## src/rtl/alu_ctrl_fsm.sv

```systemverilog
// Control sequencer for the AND/OR/NEG ALU datapath: fetch, decode, execute, write-back.
// Strobes are registered from the next state so every output is a clean flop.
module alu_ctrl_fsm #(
  parameter logic [4:0]  OP_AND = 5'b01000,
  parameter logic [4:0]  OP_OR  = 5'b01001,
  parameter logic [4:0]  OP_NEG = 5'b10000,
  parameter int unsigned CNT_W  = 16
) (
  input  logic             clk,
  input  logic             clr,
  input  logic             start,
  input  logic             mem_ready,
  input  logic [31:0]      ir,
  output logic             PCout,
  output logic             MARin,
  output logic             IncPC,
  output logic             Zin,
  output logic             Zlowout,
  output logic             PCin,
  output logic             Read,
  output logic             MDRin,
  output logic             MDRout,
  output logic             IRin,
  output logic             Gra,
  output logic             Grb,
  output logic             Grc,
  output logic             Rout,
  output logic             Rin,
  output logic             Yin,
  output logic             AND,
  output logic             OR,
  output logic             NEG,
  output logic             busy,
  output logic             done,
  output logic             illegal,
  output logic [CNT_W-1:0] retired
);

  typedef enum logic [2:0] {
    S_IDLE, S_T0, S_T1, S_T2, S_T3, S_T4, S_T5, S_ILL
  } state_t;

  typedef enum logic [1:0] {
    OPK_NONE, OPK_AND, OPK_OR, OPK_NEG
  } opk_t;

  typedef struct packed {
    logic pc_out, mar_in, inc_pc, z_in, zlow_out, pc_in, rd, mdr_in, mdr_out, ir_in;
    logic gra, grb, grc, r_out, r_in, y_in;
    logic and_s, or_s, neg_s, busy, done, illegal;
  } ctrl_t;

  state_t           state_q, state_d;
  opk_t             op_q, op_d;
  ctrl_t            ctrl_q, ctrl_d;
  logic [CNT_W-1:0] retired_q;
  logic [4:0]       opcode;
  logic             unused_ir;

  assign opcode    = ir[31:27];
  assign unused_ir = ^ir[26:0];

  // Next state, opcode latch and next-cycle strobes decoded from the state being entered.
  always_comb begin
    state_d = state_q;
    op_d    = op_q;
    ctrl_d  = '0;

    case (state_q)
      S_IDLE: if (start) state_d = S_T0;
      S_T0:   state_d = S_T1;
      S_T1:   if (mem_ready) state_d = S_T2;
      S_T2: begin
        // IR is bypassed, so the opcode presented during T2 is the one being loaded.
        if (opcode == OP_AND) begin
          op_d    = OPK_AND;
          state_d = S_T3;
        end else if (opcode == OP_OR) begin
          op_d    = OPK_OR;
          state_d = S_T3;
        end else if (opcode == OP_NEG) begin
          op_d    = OPK_NEG;
          state_d = S_T4;
        end else begin
          state_d = S_ILL;
        end
      end
      S_T3:    state_d = S_T4;
      S_T4:    state_d = S_T5;
      S_T5:    state_d = S_IDLE;
      S_ILL:   state_d = S_IDLE;
      default: state_d = S_IDLE;
    endcase

    ctrl_d.busy = (state_d != S_IDLE);
    case (state_d)
      S_T0: begin
        ctrl_d.pc_out = 1'b1;
        ctrl_d.mar_in = 1'b1;
        ctrl_d.inc_pc = 1'b1;
        ctrl_d.z_in   = 1'b1;
      end
      S_T1: begin
        ctrl_d.rd       = 1'b1;
        ctrl_d.mdr_in   = 1'b1;
        ctrl_d.zlow_out = (state_q == S_T0);
        ctrl_d.pc_in    = (state_q == S_T0);
      end
      S_T2: begin
        ctrl_d.mdr_out = 1'b1;
        ctrl_d.ir_in   = 1'b1;
      end
      S_T3: begin
        ctrl_d.grb   = 1'b1;
        ctrl_d.r_out = 1'b1;
        ctrl_d.y_in  = 1'b1;
      end
      S_T4: begin
        ctrl_d.r_out = 1'b1;
        ctrl_d.z_in  = 1'b1;
        ctrl_d.grb   = (op_d == OPK_NEG);
        ctrl_d.grc   = (op_d != OPK_NEG);
        ctrl_d.and_s = (op_d == OPK_AND);
        ctrl_d.or_s  = (op_d == OPK_OR);
        ctrl_d.neg_s = (op_d == OPK_NEG);
      end
      S_T5: begin
        ctrl_d.zlow_out = 1'b1;
        ctrl_d.gra      = 1'b1;
        ctrl_d.r_in     = 1'b1;
        ctrl_d.done     = 1'b1;
      end
      S_ILL:   ctrl_d.illegal = 1'b1;
      default: ;
    endcase
  end

  // State, opcode, strobe and retired-count registers.
  always_ff @(posedge clk) begin
    if (clr) begin
      state_q   <= S_IDLE;
      op_q      <= OPK_NONE;
      ctrl_q    <= '0;
      retired_q <= '0;
    end else begin
      state_q <= state_d;
      op_q    <= op_d;
      ctrl_q  <= ctrl_d;
      if (state_q == S_T5) retired_q <= retired_q + CNT_W'(1);
    end
  end

  assign PCout   = ctrl_q.pc_out;
  assign MARin   = ctrl_q.mar_in;
  assign IncPC   = ctrl_q.inc_pc;
  assign Zin     = ctrl_q.z_in;
  assign Zlowout = ctrl_q.zlow_out;
  assign PCin    = ctrl_q.pc_in;
  assign Read    = ctrl_q.rd;
  assign MDRin   = ctrl_q.mdr_in;
  assign MDRout  = ctrl_q.mdr_out;
  assign IRin    = ctrl_q.ir_in;
  assign Gra     = ctrl_q.gra;
  assign Grb     = ctrl_q.grb;
  assign Grc     = ctrl_q.grc;
  assign Rout    = ctrl_q.r_out;
  assign Rin     = ctrl_q.r_in;
  assign Yin     = ctrl_q.y_in;
  assign AND     = ctrl_q.and_s;
  assign OR      = ctrl_q.or_s;
  assign NEG     = ctrl_q.neg_s;
  assign busy    = ctrl_q.busy;
  assign done    = ctrl_q.done;
  assign illegal = ctrl_q.illegal;
  assign retired = retired_q;

endmodule

```

## config.mk

```make
export PLATFORM = sky130hd
export DESIGN_NAME = alu_ctrl_fsm
export DESIGN_NICKNAME = d
export VERILOG_FILES = /design/src/rtl/alu_ctrl_fsm.sv
export SDC_FILE = /design/constraint.sdc
export NUM_CORES = 1
export LEC_CHECK = 0
export BUFFER_PORTS_ARGS = -buffer_cell sky130_fd_sc_hd__buf_2
export CAP_MARGIN = 20
export CORE_ASPECT_RATIO = 0.9
export CORE_MARGIN = 4
export CORE_UTILIZATION = 40
export CTS_CLUSTER_SIZE = 30
export DETAILED_ROUTE_END_ITERATION = 7
export PLACE_DENSITY_LB_ADDON = 0.08
export SYNTH_ARGS = -nofsm -noshare
export SYNTH_HDL_FRONTEND = slang
export SYNTH_SLANG_ARGS = --single-unit
```

## constraint.sdc

```tcl
create_clock -name clk -period 1.7 [get_ports clk]
set_clock_uncertainty 0.2 [all_clocks]
set_input_delay 0.085 -clock clk [delete_from_list [all_inputs] [get_ports clk]]
set_output_delay 0.085 -clock clk [all_outputs]
set_load 0.03 [all_outputs]
```

* After elaboration in Yosys (flattened, before gate mapping)
Index checks and enable logic that the tools add are counted.
Widths: inputs -> output; s select.
** Storage, ports and cells
- Register bits after elaboration :: 41
- Input bits :: 36
- Output and inout bits :: 38
- Logic and storage cells :: 74
** Operators by class
- Add/subtract/negate cells :: 1
- Equality and inequality tests :: 21
- Multiplexer cells :: 20
- Bitwise operators :: 2
- Reduce and logical (&&, ||, !) cells :: 7
** Operators by type and width (count)
- $eq 3x3->1 const B :: 8
- $pmux 3 s7 :: 1
- $mux 2 :: 9
- $add 16x1->16 const B :: 1
- $eq 3x2->1 const B :: 4
- $eq 5x4->1 const B :: 2
- $reduce_or 2->1 :: 5
- $mux 3 :: 3
- $eq 3x1->1 const B :: 2
- $eq 5x5->1 const B :: 1
- $mux 1 :: 5
- $eq 2x2->1 const B :: 2
- $pmux 1 s2 :: 2
- $logic_not 3->1 :: 1
- $reduce_bool 3->1 :: 1
- $eq 2x1->1 const B :: 1
- $ne 2x2->1 const B :: 1
- $not 1->1 :: 2

* Longest topological paths before layout
- Depth after elaboration :: 8
- Depth in mapped cells :: 6

* Least setup slack after synthesis
Ideal clock, no wire load.
- Path type :: reg-to-reg
- Start point :: reg retired_q[0], in the netlist retired[0]
- End point :: reg retired_q[14], in the netlist retired[14]
- Library setup time :: 0.070 ns
- Arrival :: 1.695 ns
- Required time :: 1.430 ns
- Setup slack :: -0.266 ns
- Cell stages (with the launch flop) :: 6
- Buffers on the path :: 0
- Clock period less this slack :: 1.966 ns
- Cells stage by stage :: dfxtp_1 > ha_1 > and3_1 > nand2_2 > or4_1 > a21oi_1
** Between the ends
- Word-level cells in the longest chain between the ends :: 1
** RTL lines
- from (decl) :: line 56 : logic [CNT_W-1:0] retired_q;
- from (signal assigned) :: line 149 : if (state_q == S_T5) retired_q <= retired_q + CNT_W'(1);
- $add 16x1->16 :: line 149
No other way between the ends.
A chain may end at the register's enable or synchronous reset.

* Worst setup path in the final report
- Start point :: reg state_q[0]
- End point :: reg retired_q[15], in the netlist retired[15]
** Between the ends
- Word-level cells in the longest chain between the ends :: 1
** RTL lines
- from (decl) :: line 53 : state_t state_q, state_d;
- from (signal assigned) :: line 146 : state_q <= state_d;
- $eq 3x3->1 :: line 149
No other way between the ends.

==> results.json <==
{
  "status": "finished, final reports clean",
  "yosysWarnings": 0,
  "required_ps": 1720,
  "fin_crit_ps": 1680,
  "dieHeight_um": 69.4,
  "via_count": 1493,
  "clock_latency_ps": 290,
  "start_kind": "register",
  "wl_mm": 4.11,
  "core_mm2": 0.00407,
  "r2r_end": "retired[15]$_SDFFE_PP0P_",
  "cts_tree": "yes",
  "dieArea_mm2": 0.00529,
  "synth_top_area_cell": "dfxtp_1",
  "n_antenna_cell": 0,
  "cp.arrival_ps": 1710,
  "synthTopCellsByArea": "dfxtp_1 44%, xor2_1 5.2%, nor2_1 4.3%, buf_4 3.6%, a21oi_1 3.0%",
  "grt_max_degree": 13,
  "clock-root-buffer": "clkbuf_8",
  "peakVddDrop_mv": 0.439,
  "ys_async_sr_fraction_pct": 0,
  "finalNetCount": 276,
  "dr.pass1.iters": 4,
  "utilization_pct": 56.8,
  "nFillCells": 377,
  "crit_slowest_cell": "or4_4",
  "rr_startpoint": "state_q[0]$_SDFF_PP0_",
  "synth_top_area_share_pct": 44.2,
  "fin_cells": 288,
  "synth-seq-area-share_pct": 44.2,
  "powerDensity_mw_per_mm2": 758,
  "timing_worst_setup_path_type": "register to register",
  "p_total_mw": 1.75,
  "grt_pass1_vias": 1432,
  "placed_cells": 273,
  "crit_path_start": "state_q[0]$_SDFF_PP0_",
  "antenna_found_initial": 0,
  "cts.sinks": 37,
  "grt_pass1_wl_mm": 6.55,
  "vias_per_cell": 5.18,
  "synth-seq-cells": 37,
  "rrSetupSlack_ps": 20,
  "syn_area_mm2": 0.00168,
  "synth_edf_count": 0,
  "avgSynthCellArea_um2": 9.74,
  "gr-total-overflow": 0,
  "synth_flop_cell": "dfxtp_1",
  "path_delay_family": "simple AND/OR/NAND/NOR gates",
  "drtIter0Drc": 42,
  "route.detailed.drc": 0,
  "synthDistinctLibCells": 46,
  "row_count": 22,
  "clkTransAtPathRegs_ps": 70,
  "min_period_over_period_pct": 99.1,
  "power_leakage_nw": 1.03,
  "cp_cell_sequence": "and4b_2 > nand3_4 > or4_4 > a21oi_2",
  "worstPathMaxFanout": 5,
  "crit_end": "retired[15]$_SDFFE_PP0P_",
  "cp-end-kind": "register",
  "min_from": "ir[31]",
  "area_growth_pct": 38.2,
  "htree_num_levels": 2,
  "cp.depth": 4,
  "fp.dieW_um": 76.2,
  "gp_congestion": 0.797,
  "hold_path.class": "input pin to register",
  "rsz0062_at_grt": "true",
  "syn_inst": 172,
  "crit_buf_inv": 0,
  "reg2reg_depth": 4,
  "avgRoutedWirePerCell_um": 14.3,
  "setup_viol": 0,
  "final_cell_mix": "46 x buf_2, 25 x dfxtp_1, 24 x buf_4, 19 x nor2_1, 10 x xor2_1",
  "max-cap-violations": 0,
  "antenna_left": 0,
  "dp_hpwl_mm": 2.95,
  "portBuffers": 46,
  "setup_tns_ps": 0,
  "grt_usage_pct": 15.2,
  "mostFrequentLayoutCell": "buf_2",
  "cts_made_buffers": 5,
  "largest_reg_flops": 16,
  "slew_headroom_pct": 75.7,
  "cts_buffer_depth": 2,
  "hold_viol": 0,
  "io_pins": 74,
  "drv_slew": 0,
  "worstMarginPinSlew_ps": 364,
  "syn-num-nets": 209,
  "fmax_ghz": 0.594,
  "drive_above_1_share_pct": 48.3,
  "slowest_delay_ps": 490,
  "start_util_pct": 41.1
}
==> area by class of cell <==
type	instances	area [um2]	share of cell area [%]
Multi-Input combinational cell	118	942	40.7
Sequential cell	37	778	33.6
Timing Repair Buffer	73	440	19.0
Clock buffer	8	80.1	3.46
Tap cell	48	60.1	2.59
Inverter	4	15.0	0.648
==> repair_timing <==
| item | CTS | global route |
|---|---|---|
| resized for setup | 6 | 13 |
| pin swaps | 0 | 7 |
| endpoints found under the setup margin | 13 | 10 |
| buffers inserted | 0 | 3 |
| hold endpoints to repair | 5 | 0 |
| hold buffers | 3 | 0 |
| cloned | 0 | 1 |
==> cells by family (layout without fill, tap and decap cells) <==
kind of cell	after synthesis	in the layout	synth area share, %
buf+inv	18	85	6.35
simple gates	75	76	28.6
compound gates	30	30	14.3
xor+xnor	11	11	5.75
fa+ha+maj	1	1	0.747
flops	37	37	44.2
==> report_power, final <==
part | switching [mW] | internal (mW)
sequential | 0.0154 | 0.879
clock | 0.309 | 0.292
combinational | 0.155 | 0.104
total | 0.480 | 1.27
==> Yosys cell counts, drive strengths merged (4+ instances only) <==
library cell   n
and3           4
xor2          10
o21ai          4
o31ai          4
nor2          19
a21oi         10
nor4b          5
buf           10
clkbuf         4
nand3          6
inv            4
nand4          5
or4            5
nand2          8
dfxtp         37
==> worst min path at each step <==
stage                          to  slack (ps)  depth (start not counted)
2_1_floorplan    PCout$_SDFF_PP0_          30                          1
3_3_place_gp     PCout$_SDFF_PP0_         140                          2
3_5_place_dp     PCout$_SDFF_PP0_         150                          2
4_1_cts             OR$_SDFF_PP0_          80                          4
5_1_grt        op_q[0]$_SDFF_PP0_         110                          4
6_report       op_q[0]$_SDFF_PP0_         100                          4
==> per-stage QoR <==
step,setup WS [ps],area (um2),hold slack (ps)
after floorplan,-3.83,1740,30.9
after global placement,-75.4,2090,143
after detailed placement,-101,2090,146
after CTS,0.701,2220,84.9
after global routing,-43.1,2320,108
final,15.2,2320,102
==> layer usage <==
| layer | vias to the layer above | part of all wire (%) | track usage (%) |
|---|---|---|---|
| met1 | 701 | 43 | 17.6 |
| met2 | 34 | 50 | 25.6 |
| li1 | 752 | - | - |
| met4 | 0 | 2.0 | 8.05 |
| met5 | - | 0 | 0 |
| met3 | 6 | 4.7 | 4.16 |
==> worst reg2reg max path, stage by stage, from the launching register on <==
cell     delay, ps
dfxtp_4        360
and4b_2        350
nand3_4        100
or4_4          490
a21oi_2        120
(Power assumes the default switching activity.)
